===== src/rtl/instruction_fetch_unit_if.sv =====
// Fetch-unit bus: decode feedback, instruction-memory handshake and IF/ID outputs.
// master = fetch unit side, slave = decode/memory side.
interface instruction_fetch_unit_if;
    logic        ID_stall;
    logic        ID_PCSrc;
    logic [31:0] ID_new_PC;
    logic        imem_req;
    logic [31:0] imem_addr;
    logic        imem_ready;
    logic [31:0] imem_rdata;
    logic [31:0] IF_ID_Instruction;
    logic [31:0] IF_ID_PC4;
    logic        IF_ID_Valid;
    logic [31:0] PC;

    modport master (
        input  ID_stall, ID_PCSrc, ID_new_PC, imem_ready, imem_rdata,
        output imem_req, imem_addr, IF_ID_Instruction, IF_ID_PC4, IF_ID_Valid, PC
    );

    modport slave (
        output ID_stall, ID_PCSrc, ID_new_PC, imem_ready, imem_rdata,
        input  imem_req, imem_addr, IF_ID_Instruction, IF_ID_PC4, IF_ID_Valid, PC
    );
endinterface


===== src/rtl/instruction_fetch_unit.sv =====
// Front-end fetch stage: owns the PC, issues single-outstanding imem requests
// and drives the IF/ID register, honouring stall and redirect from decode.
module instruction_fetch_unit #(
    parameter logic [31:0] RESET_PC = 32'h0000_0000,
    parameter logic [31:0] NOP_WORD = 32'h0000_0000
) (
    input  logic                        Clk,
    input  logic                        Rst_n,
    instruction_fetch_unit_if.master    bus
);
    localparam logic [1:0] S_BOOT  = 2'd0;
    localparam logic [1:0] S_ISSUE = 2'd1;
    localparam logic [1:0] S_WAIT  = 2'd2;
    localparam logic [1:0] S_FULL  = 2'd3;

    logic [1:0]  state_q, state_d;
    logic [31:0] pc_q, pc_d;
    logic        kill_q, kill_d;
    logic [31:0] hold_instr_q, hold_instr_d;
    logic [31:0] hold_pc4_q, hold_pc4_d;
    logic [31:0] ifid_instr_q, ifid_instr_d;
    logic [31:0] ifid_pc4_q, ifid_pc4_d;
    logic        ifid_valid_q, ifid_valid_d;

    logic        redirect;
    logic [31:0] pc_plus4;
    logic        deliver;
    logic [31:0] deliver_instr;
    logic [31:0] deliver_pc4;

    // Decode operands may be stale while stalled, so a stalled redirect is ignored.
    assign redirect = bus.ID_PCSrc & ~bus.ID_stall;
    assign pc_plus4 = pc_q + 32'd4;

    always_comb begin
        state_d       = state_q;
        pc_d          = pc_q;
        kill_d        = kill_q;
        hold_instr_d  = hold_instr_q;
        hold_pc4_d    = hold_pc4_q;
        deliver       = 1'b0;
        deliver_instr = NOP_WORD;
        deliver_pc4   = ifid_pc4_q;

        case (state_q)
            S_BOOT: begin
                state_d = S_ISSUE;
            end
            S_ISSUE: begin
                state_d = S_WAIT;
                if (redirect) begin
                    pc_d   = bus.ID_new_PC;
                    kill_d = 1'b1;
                end
            end
            S_WAIT: begin
                if (bus.imem_ready) begin
                    if (kill_q || redirect) begin
                        kill_d  = 1'b0;
                        state_d = S_ISSUE;
                        if (redirect) pc_d = bus.ID_new_PC;
                    end else if (!bus.ID_stall) begin
                        deliver       = 1'b1;
                        deliver_instr = bus.imem_rdata;
                        deliver_pc4   = pc_plus4;
                        pc_d          = pc_plus4;
                        state_d       = S_ISSUE;
                    end else begin
                        // PC stays put until the buffered word is handed to decode.
                        hold_instr_d = bus.imem_rdata;
                        hold_pc4_d   = pc_plus4;
                        state_d      = S_FULL;
                    end
                end else if (redirect) begin
                    pc_d   = bus.ID_new_PC;
                    kill_d = 1'b1;
                end
            end
            default: begin
                if (redirect) begin
                    pc_d    = bus.ID_new_PC;
                    state_d = S_ISSUE;
                end else if (!bus.ID_stall) begin
                    deliver       = 1'b1;
                    deliver_instr = hold_instr_q;
                    deliver_pc4   = hold_pc4_q;
                    pc_d          = pc_plus4;
                    state_d       = S_ISSUE;
                end
            end
        endcase

        ifid_instr_d = ifid_instr_q;
        ifid_pc4_d   = ifid_pc4_q;
        ifid_valid_d = ifid_valid_q;
        if (!bus.ID_stall) begin
            ifid_instr_d = deliver ? deliver_instr : NOP_WORD;
            ifid_pc4_d   = deliver_pc4;
            ifid_valid_d = deliver;
        end
    end

    always_ff @(posedge Clk or negedge Rst_n) begin
        if (!Rst_n) begin
            state_q      <= S_BOOT;
            pc_q         <= RESET_PC;
            kill_q       <= 1'b0;
            hold_instr_q <= NOP_WORD;
            hold_pc4_q   <= 32'd0;
            ifid_instr_q <= NOP_WORD;
            ifid_pc4_q   <= 32'd0;
            ifid_valid_q <= 1'b0;
        end else begin
            state_q      <= state_d;
            pc_q         <= pc_d;
            kill_q       <= kill_d;
            hold_instr_q <= hold_instr_d;
            hold_pc4_q   <= hold_pc4_d;
            ifid_instr_q <= ifid_instr_d;
            ifid_pc4_q   <= ifid_pc4_d;
            ifid_valid_q <= ifid_valid_d;
        end
    end

    assign bus.imem_req          = (state_q == S_ISSUE);
    assign bus.imem_addr         = pc_q;
    assign bus.PC                = pc_q;
    assign bus.IF_ID_Instruction = ifid_instr_q;
    assign bus.IF_ID_PC4         = ifid_pc4_q;
    assign bus.IF_ID_Valid       = ifid_valid_q;
endmodule


===== src/flat_wrapper.sv =====
// flat-port wrapper written by rule: the top's interface ports become plain ports
module instruction_fetch_unit_flat 
#(
    parameter logic [31:0] RESET_PC = 32'h0000_0000,
    parameter logic [31:0] NOP_WORD = 32'h0000_0000
)
  (Clk, Rst_n, bus_ID_stall, bus_ID_PCSrc, bus_ID_new_PC, bus_imem_ready, bus_imem_rdata, bus_imem_req, bus_imem_addr, bus_IF_ID_Instruction, bus_IF_ID_PC4, bus_IF_ID_Valid, bus_PC);
  instruction_fetch_unit_if bus_i ();
  input  logic Clk;
  input  logic Rst_n;
  input wire logic [$bits(bus_i.ID_stall)-1:0] bus_ID_stall;
  input wire logic [$bits(bus_i.ID_PCSrc)-1:0] bus_ID_PCSrc;
  input wire logic [$bits(bus_i.ID_new_PC)-1:0] bus_ID_new_PC;
  input wire logic [$bits(bus_i.imem_ready)-1:0] bus_imem_ready;
  input wire logic [$bits(bus_i.imem_rdata)-1:0] bus_imem_rdata;
  output wire logic [$bits(bus_i.imem_req)-1:0] bus_imem_req;
  output wire logic [$bits(bus_i.imem_addr)-1:0] bus_imem_addr;
  output wire logic [$bits(bus_i.IF_ID_Instruction)-1:0] bus_IF_ID_Instruction;
  output wire logic [$bits(bus_i.IF_ID_PC4)-1:0] bus_IF_ID_PC4;
  output wire logic [$bits(bus_i.IF_ID_Valid)-1:0] bus_IF_ID_Valid;
  output wire logic [$bits(bus_i.PC)-1:0] bus_PC;
  assign bus_i.ID_stall = bus_ID_stall;
  assign bus_i.ID_PCSrc = bus_ID_PCSrc;
  assign bus_i.ID_new_PC = bus_ID_new_PC;
  assign bus_i.imem_ready = bus_imem_ready;
  assign bus_i.imem_rdata = bus_imem_rdata;
  assign bus_imem_req = bus_i.imem_req;
  assign bus_imem_addr = bus_i.imem_addr;
  assign bus_IF_ID_Instruction = bus_i.IF_ID_Instruction;
  assign bus_IF_ID_PC4 = bus_i.IF_ID_PC4;
  assign bus_IF_ID_Valid = bus_i.IF_ID_Valid;
  assign bus_PC = bus_i.PC;
  instruction_fetch_unit #(.RESET_PC(RESET_PC), .NOP_WORD(NOP_WORD)) u_core (.Clk(Clk), .Rst_n(Rst_n), .bus(bus_i));
endmodule

===== config.mk =====
export PLATFORM = sky130hd
export DESIGN_NAME = instruction_fetch_unit_flat
export DESIGN_NICKNAME = d
export VERILOG_FILES = /design/src/rtl/instruction_fetch_unit_if.sv /design/src/rtl/instruction_fetch_unit.sv /design/src/flat_wrapper.sv
export SDC_FILE = /design/constraint.sdc
export NUM_CORES = 1
export LEC_CHECK = 0
export ABC_CLOCK_PERIOD_IN_PS = 2920
export BUFFER_PORTS_ARGS = -buffer_cell sky130_fd_sc_hd__buf_2
export CORE_ASPECT_RATIO = 0.7
export CORE_MARGIN = 2
export CORE_UTILIZATION = 45
export CTS_BUF_LIST = sky130_fd_sc_hd__clkbuf_16
export DETAILED_ROUTE_END_ITERATION = 8
export PLACE_DENSITY_LB_ADDON = 0.15
export REMOVE_ABC_BUFFERS = 1
export SYNTH_ARGS = -nofsm -noshare
export SYNTH_HDL_FRONTEND = slang
export SYNTH_SLANG_ARGS = --single-unit

===== constraint.sdc =====
create_clock -name Clk -period 2.92 [get_ports Clk]
set_clock_uncertainty 0.05 [all_clocks]
set_input_delay 0.146 -clock Clk [delete_from_list [all_inputs] [get_ports Clk]]
set_output_delay 0.146 -clock Clk [all_outputs]
set_load 0.05 [all_outputs]

* Word-level counts from Yosys, hierarchy flattened *
Cells that the tools add are included.

word-level totals
  logic and storage cells = 58
  output and inout bits = 130
  memories = 0
  bits in writable memories = 0
  bits in read-only memories = 0
  bits in registers = 164
  latch bits = 0

operators by class
  divide/modulo/power cells = 0
  reduce and logical (&&, ||, !) cells = 8
  $mul = 0
  shift operators = 0
  $add $sub $neg = 1
  bitwise logic cells = 4
  eq/ne operators = 7
  mux-type cells = 30
  magnitude comparators = 0

operator list
  kind                                            number
  two-way mux 32 bit                              12
  case mux 32 bit (2 select lines)                2
  case mux 32 bit (3 select lines)                1
  adder 32 x 3 -> 32 bit (second input constant)  1
  two-way mux 2 bit                               5
  two-way mux 1 bit                               7
  != test 2 bit (second input constant)           3
  case mux 2 bit (3 select lines)                 1
  != test 5 x 1 -> 1 bit (second input constant)  1
  AND reduction 5 bit                             1
  case mux 1 bit (2 select lines)                 2
  AND reduction 2 bit                             2
  AND reduction 4 bit                             1
  != test 3 x 2 -> 1 bit (second input constant)  1
  NOT 1 bit                                       3
  == test 2 x 1 -> 1 bit (second input constant)  1
  == test 2 bit (second input constant)           1
  zero test 2 bit                                 1
  nonzero test 2 bit                              1
  OR reduction 2 bit                              1
  AND 1 bit                                       1
  logical OR 1 bit                                1

* Depth between registers and ports, before layout *
Gate-level depths: netlist of the first run.

  word-level depth = 7
  mapped depth = 9

* Worst setup path after synthesis of the first run *
Ideal clock, no wire load.

  kind = register -> register
  from = reg u_core.pc_q[2], in the netlist u_core.bus.PC[2]
  to = reg u_core.hold_pc4_q[24]
  stages on the path, launching flop included = 8
  data required time = 2.787 ns
  setup slack = 0.185 ns
  path buffers = 1
  arrival = 2.602 ns
  setup time = 0.083 ns
  cells stage by stage = dfrtp_1 > ha_1 > nand4_1 > or4_1 > clkbuf_1 > or3_1 > xor2_1 > o21ai_0

between the ends
  word-level cells in the longest chain between the ends = 1

RTL lines
  item                    line                           RTL
  from (decl)             instruction_fetch_unit.sv:17   logic [31:0] pc_q, pc_d;
  from (signal assigned)  instruction_fetch_unit.sv:115  pc_q <= pc_d;
  adder 32 x 3 -> 32 bit  instruction_fetch_unit.sv:33   assign pc_plus4 = pc_q + 32'd4;
  to (signal assigned)    instruction_fetch_unit.sv:118  hold_pc4_q <= hold_pc4_d;
  to (decl)               instruction_fetch_unit.sv:20   logic [31:0] hold_pc4_q, hold_pc4_d;

Every way passes these cells.
A chain may end at the register's enable or synchronous reset.

* Final worst setup path of the first run *
  from = reg u_core.pc_q[2], in the netlist u_core.bus.PC[2]
  to = reg u_core.pc_q[24], in the netlist u_core.bus.PC[24]

between the ends
  word-level cells in the longest chain between the ends = 5

RTL lines
  item                                  line                                                        RTL
  adder 32 x 3 -> 32 bit (*)            instruction_fetch_unit.sv:33
  two-way mux 32 bit (*)                instruction_fetch_unit.sv:62, instruction_fetch_unit.sv:83
  two-way mux 32 bit                    instruction_fetch_unit.sv:58                                if (kill_q || redirect) begin
  two-way mux 32 bit                    instruction_fetch_unit.sv:57                                if (bus.imem_ready) begin
  case mux 32 bit (3 select lines) (*)  instruction_fetch_unit.sv:45                                case (state_q)

Every way passes the cells marked *; elsewhere a longest branch is shown, timed or not.

==> reports/metrics.yaml, run 1 <==
routed_via_density: 5.31
tightestPinTransition_ns: 0.863
h-tree-depth: 4
crit_slowest_cell: "or4_1"
async_flop_share_pct: 100
status: "completed"
syn-cell-area_um2: 8150
cts.clk_slew.worst_paths_ns: 0.07
dr.pass1.iters: 4
sw_frac_of_total_pct: 46.4
ios: 199
cp_cell_sequence: "ha_1 -> nand4_1 -> or4_1 -> or3_1 -> o311ai_1"
io_buffers: 198
std_cell_rows: 41
clkPwrFrac_pct: 22.6
fin_ws_ns: 0.391
synth_xor_area_share_pct: 2.47
clkLatencyLatePin_ns: 0.42
peakVddDrop_mv: 0.617
drc: 0
finalCritPeriodShare_pct: 86.6
dpl_worst_slack_ns: 0.428
num_antenna_cells: 0
multi_input_area_um2: 3510
maxSlewViolCount: 0
synth_cell_types: 59
vias: 6980
seq_area_frac_synth_pct: 50.4
p_per_area_nw_per_um2: 979
min_path_type: "input pin to register"
synth-edff-count: 0
start_kind: "register"
synth-compound-area-share_pct: 18.8
ys_dominant_reg_cell: "dfrtp_1"
grt_first_pass_wirelength_mm: 35.0
fmax_ghz: 0.395
ys_warn_count: 0
synthCells: 851
grt_pass1_vias: 6529
grt_max_degree: 78
crit_type: "register to register"
power.switching_uw: 4760
rsz0062_at_grt: "false"
grt-ovfl-total: 0
die_y_um: 117
worstSetupEndpointType: "register"
synth_top_area_share_pct: 50.4
period_minus_slack_ns: 2.53
cp.arrival_ns: 2.79
drive_gt1_share_pct: 28.7
p_leak_uw: 0.00496
yosys.area_share.simple_pct: 15.0
ys_ff_latch: 164
p_seq_share_pct: 34.4
fin_util_pct: 58.7
nFillCells: 1600
grt_usage_pct: 23.3
hold_ws_ns: 0.0584
ff_latch_area_um2: 4100
synthTopCellsByArea: "dfrtp_1 (50%), o21ai_0 (7.2%), mux2_2 (5.0%), nand2_1 (5.0%), buf_4 (3.3%)"
cts_buffer_depth: 2
intPower_uw: 5490
hold_violations: 0
critPathMaxFanout: 9
wirelength_mm: 22.1
max_stage_delay_ns: 0.69
cts_made_buffers: 17
cts-root-buf: "clkbuf_16"
initial_core_util_pct: 45.6
total_power_uw: 10300
hpwlAfterDp_mm: 14.9
power_frac_comb_pct: 43.0
dieArea_um2: 19200
cp_num_buf_inv: 0
crit_family: "simple AND/OR/NAND/NOR gates"
cap_violations: 0
antenna_found_initial: 0
ys_top_cells_by_count: "dfrtp_1 (164), o21ai_0 (118), nand2_1 (108), clkbuf_1 (54), a21oi_1 (40)"
routedWlPerCell_um: 16.8
fp.dieW_um: 165
post-cts-setup-buffers: 0
finalSetupViolations: 0
coreArea_um2: 17900
routabilityCongestion: 0.820
area_delta_synth_final_pct: 28.6
clock_sinks: 164
cp.required_ns: 3.18
synthMostInstantiatedCell: "dfrtp_1"
ant_nets: 0
relSlewSlack_pct: 42.3
yosysTopAreaCell: "dfrtp_1"
cts_tree: "done"
yosys-mux-area-fraction_pct: 5.47
layout.nets: 1140
synthAdderAreaFrac_pct: 0.922
syn_avg_cell_area_um2: 9.57
drtIter0Drc: 579
synth_top_family_by_area: "compound AO/OA/AOI/OAI gates"
[sequential cells by signal, indices dropped and copies added, names as in the netlist]
register                      count
u_core.bus.IF_ID_Instruction     32
u_core.bus.IF_ID_PC4             32
u_core.state_q                    2
u_core.kill_q                     1
u_core.hold_instr_q              32
u_core.bus.IF_ID_Valid            1
u_core.hold_pc4_q                32
u_core.bus.PC                    32
[power groups by stage]
stage,clock network [uW],registers [uW],logic [uW]
3_3_place_gp,0,3530,4330
6_report,2320,3530,4410
4_1_cts,2360,3520,4420
2_1_floorplan,0,5160,1400
5_1_grt,2470,3630,4750
3_5_place_dp,0,3550,4350
[worst min-delay path: stages]
cell and delay, ns:
buf_2 0.12, a22oi_1 0.09, o2bb2ai_1 0.13
[final timing paths]
| path | slack (ns) | depth (start not counted) | from | to |
|---|---|---|---|---|
| setup / recovery | 0.39 | 5 | u_core.bus.PC[2]$_DFFE_PN0N_ | u_core.bus.PC[24]$_DFFE_PN0N_ |
| hold / removal | 0.06 | 3 | bus_ID_new_PC[27] | u_core.bus.PC[27]$_DFFE_PN0N_ |
| setup reg to reg | 0.39 | 5 | u_core.bus.PC[2]$_DFFE_PN0N_ | u_core.bus.PC[24]$_DFFE_PN0N_ |
| hold reg to reg | 0.42 | 2 | u_core.bus.IF_ID_PC4[4]$_DFFE_PN0P_ | u_core.bus.IF_ID_PC4[4]$_DFFE_PN0P_ |
| max in group asynchronous | 1.70 | 3 | Rst_n | u_core.bus.IF_ID_Instruction[26]$_DFFE_PN0N_ |
| min in group asynchronous | 0.24 | 2 | Rst_n | u_core.bus.PC[20]$_DFFE_PN0N_ |
[per-layer routing]
metal	wire [um]	vias to the layer above	global-route usage, %
li1	-	3433	-
met1	11400	3340	36.2
met2	9290	192	33.0
met3	1170	15	5.22
met4	174	0	5.39
met5	0	-	0
[cell families after synthesis]
group,count (synthesis)
buffers and inverters,112
XOR/XNOR,23
AND/OR/NAND/NOR,253
adder cells (fa/ha/maj),6
flip-flops,164
multiplexers,40
AO/OA/AOI/OAI,253
[placed cells by master, fill, tap and decap left out, types with 6 or more instances in the layout]
| cell type | n |
|---|---|
| inv_1 | 14 |
| nor2_1 | 36 |
| a21o_1 | 10 |
| nand4_1 | 10 |
| mux2_2 | 36 |
| o21ai_0 | 118 |
| o211ai_1 | 11 |
| buf_2 | 197 |
| nand3_1 | 25 |
| nor3_1 | 11 |
| clkbuf_16 | 17 |
| nor2b_1 | 17 |
| dlygate4sd3_1 | 63 |
| nand2_1 | 108 |
| a22oi_1 | 27 |
| nor4_1 | 10 |
| ha_1 | 6 |
| xnor2_1 | 12 |
| xor2_1 | 11 |
| dfrtp_1 | 164 |
| a21oi_1 | 40 |
| a31oi_1 | 9 |
| buf_4 | 28 |
[timing repair]
| action | CTS | global route |
|---|---|---|
| resized for setup | 0 | 0 |
| hold buffers | 63 | 0 |
| hold endpoints to repair | 150 | 0 |
[cell type report]
class	count	share of cell area [%]
Clock buffer	17	4.06
Clock inverter	15	1.72
Multi-Input combinational cell	575	33.6
Inverter	15	0.538
Timing Repair Buffer	292	18.1
Tap cell	236	2.82
Sequential cell	164	39.2
[per-stage QoR]
step                      cell area [um^2]  instances  TNS [ns]
final                                10500       1314         0
after floorplan                       7630        754    -81.44
after global routing                 10500       1314         0
after detailed placement              9240       1219         0
after global placement                9240       1219         0
after CTS                            10500       1314         0
Power figures use the tool's default switching activity.
==> run 2: changes to the inputs <==
--- a/config.mk
+++ b/config.mk
@@ -5,10 +5,9 @@
 export SDC_FILE = /design/constraint.sdc
 export NUM_CORES = 1
 export LEC_CHECK = 0
-export ABC_CLOCK_PERIOD_IN_PS = 2920
+export ABC_CLOCK_PERIOD_IN_PS = 2900
 export BUFFER_PORTS_ARGS = -buffer_cell sky130_fd_sc_hd__buf_2
 export CORE_ASPECT_RATIO = 0.7
-export CORE_MARGIN = 2
 export CORE_UTILIZATION = 45
 export CTS_BUF_LIST = sky130_fd_sc_hd__clkbuf_16
 export DETAILED_ROUTE_END_ITERATION = 8
==> constraint.sdc (replaced) <==
create_clock -name Clk -period 2.9 [get_ports Clk]
set_clock_uncertainty 0.05 [all_clocks]
set_input_delay 0.145 -clock Clk [delete_from_list [all_inputs] [get_ports Clk]]
set_output_delay 0.145 -clock Clk [all_outputs]
set_load 0.05 [all_outputs]
==> run 2 against run 1 <==
Against the previous run: critical path depth grew 2; setup slack got worse by 0.099 ns; utilization rose by 1.3 points; worst hold slack worse by 0.041 ns; critical endpoint is now u_core.bus.PC[2]$_DFFE_PN0N_; largest cell class unchanged.
==> reports/metrics.yaml, run 2 (synthesis gave the netlist of run 1 again) <==
clkLatencyLatePin_ns: 0.42
vias: 7132
post-cts-setup-buffers: 0
top_layer_used: "met4"
worstSetupEndpointType: "register"
h-tree-depth: 4
antenna_found_initial: 0
final_common_cell: "buf_2"
grt_pass1_vias: 6728
min_from: "bus_ID_new_PC[18]"
power.switching_uw: 4820
dr.pass1.iters: 5
finalSetupViolations: 0
postLayoutCellArea_um2: 10400
r2r-start: "u_core.state_q[0]$_DFFE_PN0P_"
grt_max_degree: 64
wl_met1_mm: 11.5
relSlewSlack_pct: 31.3
cap_violations: 0
grt-ovfl-total: 0
initial_core_util_pct: 46.8
drc: 0
maxSlewViolCount: 0
reg2reg_slack_ns: 0.29
postCtsResizedCells: 0
reg2reg_depth: 7
ant_nets: 0
routed_via_density: 5.45
min_path_type: "input pin to register"
grt_usage_pct: 25.0
cp.arrival_ns: 2.88
peakVddDrop_mv: 0.703
clkPwrFrac_pct: 22.7
sw_frac_of_total_pct: 46.6
cts_buffer_depth: 2
intPower_uw: 5520
io_buffers: 198
layout_common_cells: "buf_2 (197), dfrtp_1 (164), o21ai_0 (118)"
wirelength_mm: 22.5
routabilityCongestion: 0.824
status: "completed"
instances_no_fill: 1308
die_y_um: 115
total_power_uw: 10300
period_minus_slack_ns: 2.61
whs_endpoint: "u_core.bus.PC[18]$_DFFE_PN0N_"
p_per_area_nw_per_um2: 991
cts_made_buffers: 17
ios: 199
cp.required_ns: 3.17
start_kind: "register"
met2_length_mm: 9.51
grt_first_pass_wirelength_mm: 36.2
r2r-end: "u_core.bus.PC[2]$_DFFE_PN0N_"
fp.dieW_um: 163
fmax_ghz: 0.384
coreArea_um2: 17400
dp.cells: 1215
cts-root-buf: "clkbuf_16"
hold_ws_ns: 0.0177
dr_wl_met3_mm: 1.26
holdBufCountCts: 61
hold_violations: 0
routedWlPerCell_um: 17.2
dieArea_um2: 18700
p_seq_share_pct: 34.4
cts_tree: "done"
rsz0062_at_grt: "false"
p_leak_uw: 0.00495
layout.nets: 1139
fin_tns_setup_ns: 0
power_frac_comb_pct: 42.9
hpwlAfterDp_mm: 15.2
cts.clk_slew.worst_paths_ns: 0.06
std_cell_rows: 40
drtIter0Drc: 483
crit_type: "register to register"
min_path_cells: 3
finalCritPeriodShare_pct: 89.9
tightestPinTransition_ns: 1.03
drive_gt1_share_pct: 28.8
critPathMaxFanout: 12
area_delta_synth_final_pct: 28.1
placed_cell_area_um2: 9220
num_antenna_cells: 0
clock_sinks: 164
## run 2: through the flow
step                      utilization (%)  setup slack (ns)
after floorplan                         -             -1.06
after global placement               52.9             0.462
final                                59.9             0.293
after CTS                            59.9             0.324
after detailed placement             52.9             0.340
after global routing                 59.9            0.0950
## run 2: routing by layer
metal / vias up / GRT usage (%)
met2: 244 / 36.1
li1: 3433 / -
met5: - / 0
met1: 3433 / 38.0
met4: 0 / 6.85
met3: 22 / 4.67
## run 2: power groups by stage
stage	clock network, uW	registers [uW]	logic [uW]
floorplan	0	5190	1410
global placement	0	3550	4350
detailed placement	0	3580	4380
CTS	2390	3540	4450
global route	2490	3650	4770
finish	2350	3560	4440
## run 2: area by class of cell
type | count | area [um^2]
timing repair buffer | 291 | 1870
clock inverter | 15 | 181
inverter | 15 | 56.3
clock buffer | 17 | 425
tap | 231 | 289
sequential | 164 | 4100
fill | 1546 | 6980
multi-input combinational | 575 | 3510
## run 2: worst max-delay path by stage
stage	to	slack [ns]	depth (start not counted)	startpoint
finish	u_core.bus.PC[2]$_DFFE_PN0N_	0.29	7	u_core.state_q[0]$_DFFE_PN0P_
global placement	u_core.hold_pc4_q[24]$_DFFE_PN0P_	0.46	6	u_core.bus.PC[2]$_DFFE_PN0N_
global route	u_core.bus.PC[2]$_DFFE_PN0N_	0.1	7	u_core.state_q[0]$_DFFE_PN0P_
CTS	u_core.hold_pc4_q[24]$_DFFE_PN0P_	0.32	6	u_core.bus.PC[2]$_DFFE_PN0N_
detailed placement	u_core.hold_pc4_q[24]$_DFFE_PN0P_	0.34	6	u_core.bus.PC[2]$_DFFE_PN0N_
floorplan	u_core.bus.PC[24]$_DFFE_PN0N_	-1.06	6	u_core.state_q[0]$_DFFE_PN0P_
## run 2: critical path, cell delays in order, from the launching register on
cell and delay, ns:
dfrtp_1 0.42, inv_1 0.08, ha_1 0.44, nor3b_1 0.23, nor2_1 0.79, and2_1 0.25, nor2_1 0.05, o31ai_1 0.20
==> run 3: changes to the inputs <==
--- a/config.mk
+++ b/config.mk
@@ -9,7 +9,6 @@
 export BUFFER_PORTS_ARGS = -buffer_cell sky130_fd_sc_hd__buf_2
 export CORE_ASPECT_RATIO = 0.7
 export CORE_UTILIZATION = 45
-export CTS_BUF_LIST = sky130_fd_sc_hd__clkbuf_16
 export DETAILED_ROUTE_END_ITERATION = 8
 export PLACE_DENSITY_LB_ADDON = 0.15
 export REMOVE_ABC_BUFFERS = 1
==> run 3 against run 2 <==
Against the previous run: worst hold slack better by 0.00058 ns; count of clock-buffer cells in the layout is 2 higher; cell count did not move; sequential share of layout area unchanged; first-iteration DRC count fell by 2.1%; fmax about the same; global-route usage did not move; via count barely moved; power hardly changed; clock power hardly changed; sequential power about the same; critical path type unchanged; largest cell class unchanged; largest power group unchanged.
==> reports/metrics.yaml, run 3 (synthesis gave the netlist of run 1 again) <==
fin_ws_ns: 0.291
drc: 0
routedWlPerCell_um: 17.2
num_antenna_cells: 0
period_minus_slack_ns: 2.61
ff_latch_area_um2: 4100
drtIter0Drc: 473
fp.dieW_um: 163
h-tree-depth: 4
layout_common_cells: "buf_2 (197), dfrtp_1 (164), o21ai_0 (118)"
nFillCells: 1546
status: "completed"
final_common_cell: "buf_2"
postCtsResizedCells: 0
cp.arrival_ns: 2.88
worstSetupEndpointType: "register"
cts-root-buf: "clkbuf_16"
instances_no_fill: 1308
finalCritPeriodShare_pct: 90.0
grt_max_degree: 64
area_delta_synth_final_pct: 28.1
vias: 7138
std_cell_rows: 40
clock_sinks: 164
cts.clk_slew.worst_paths_ns: 0.06
grt-ovfl-total: 0
routabilityCongestion: 0.824
ios: 199
post-cts-setup-buffers: 0
fin_tns_setup_ns: 0
maxSlewViolCount: 0
wirelength_mm: 22.6
fmax_ghz: 0.383
min_path_cells: 3
cts_buffer_depth: 2
dpl_worst_slack_ns: 0.340
crit_type: "register to register"
cts_tree: "done"
clkLatencyLatePin_ns: 0.42
rsz0062_at_grt: "false"
cts_made_buffers: 17
coreArea_um2: 17400
p_leak_uw: 0.00494
total_power_uw: 10300
cp.required_ns: 3.17
drive_gt1_share_pct: 28.8
grt_first_pass_wirelength_mm: 36.2
antenna_found_initial: 0
hpwlAfterDp_mm: 15.2
reg2reg_depth: 7
routed_via_density: 5.46
dp.cells: 1215
die_y_um: 115
grt_pass1_vias: 6728
critPathMaxFanout: 12
ant_nets: 0
p_per_area_nw_per_um2: 991
dr.pass1.iters: 5
fin_util_pct: 59.9
finalSetupViolations: 0
tightestPinTransition_ns: 1.03
start_kind: "register"
cap_violations: 0
grt_usage_pct: 25.0
dieArea_um2: 18700
initial_core_util_pct: 46.8
min_path_type: "input pin to register"
io_buffers: 198
hold_violations: 0
layout.nets: 1139
multi_input_area_um2: 3510
peakVddDrop_mv: 0.704
relSlewSlack_pct: 31.0
## run 3: final timing paths
kind,start,to,slack [ns]
max,u_core.state_q[0]$_DFFE_PN0P_,u_core.bus.PC[2]$_DFFE_PN0N_,0.29
min,bus_ID_new_PC[18],u_core.bus.PC[18]$_DFFE_PN0N_,0.02
max reg2reg,u_core.state_q[0]$_DFFE_PN0P_,u_core.bus.PC[2]$_DFFE_PN0N_,0.29
min reg2reg,u_core.bus.IF_ID_PC4[12]$_DFFE_PN0P_,u_core.bus.IF_ID_PC4[12]$_DFFE_PN0P_,0.42
max in group asynchronous,Rst_n,u_core.hold_instr_q[3]$_DFFE_PN0P_,1.76
min in group asynchronous,Rst_n,u_core.bus.PC[29]$_DFFE_PN0N_,0.23
## run 3: routing by layer
| layer | global-route usage (%) | vias to the layer above | wire length, um |
|---|---|---|---|
| met1 | 38.0 | 3445 | 11500 |
| li1 | - | 3431 | - |
| met3 | 4.67 | 22 | 1240 |
| met4 | 6.85 | 0 | 295 |
| met5 | 0 | - | 0 |
| met2 | 36.1 | 240 | 9520 |
## run 3: per-stage QoR
stage                     area [um^2]  hold slack [ns]
after CTS                       10400           0.0143
final                           10400           0.0183
after detailed placement         9220            0.137
after global placement           9220            0.137
after global routing            10400           0.0181
after floorplan                  7630           -0.201
## run 3: power by group
group / total [uW] / internal [uW] / leakage (uW) / switching (uW)
Clock: 2350 / 1370 / 0.000279 / 983
Combinational: 4430 / 1220 / 0.00245 / 3220
Sequential: 3560 / 2940 / 0.00221 / 614
Total: 10300 / 5530 / 0.00494 / 4810
## run 3: area by class of cell
type / instances / share of cell area, %
flip-flops and latches: 164 / 39.3
well taps: 231 / 2.77
clock buffers: 19 / 4.15
inverters: 15 / 0.540
repair buffers: 291 / 17.9
multi-input cells: 575 / 33.6
clock inverters: 13 / 1.67
## run 3: critical path, cell delays in order, from the launching register on
cell and delay (ns):
dfrtp_1 0.42, inv_1 0.08, ha_1 0.44, nor3b_1 0.23
nor2_1 0.79, and2_1 0.25, nor2_1 0.05, o31ai_1 0.20
## run 3: timing repair
item / CTS / global route
setup endpoints to repair: 0 / 0
hold buffers: 61 / 0
endpoints found under the hold margin: 133 / 0
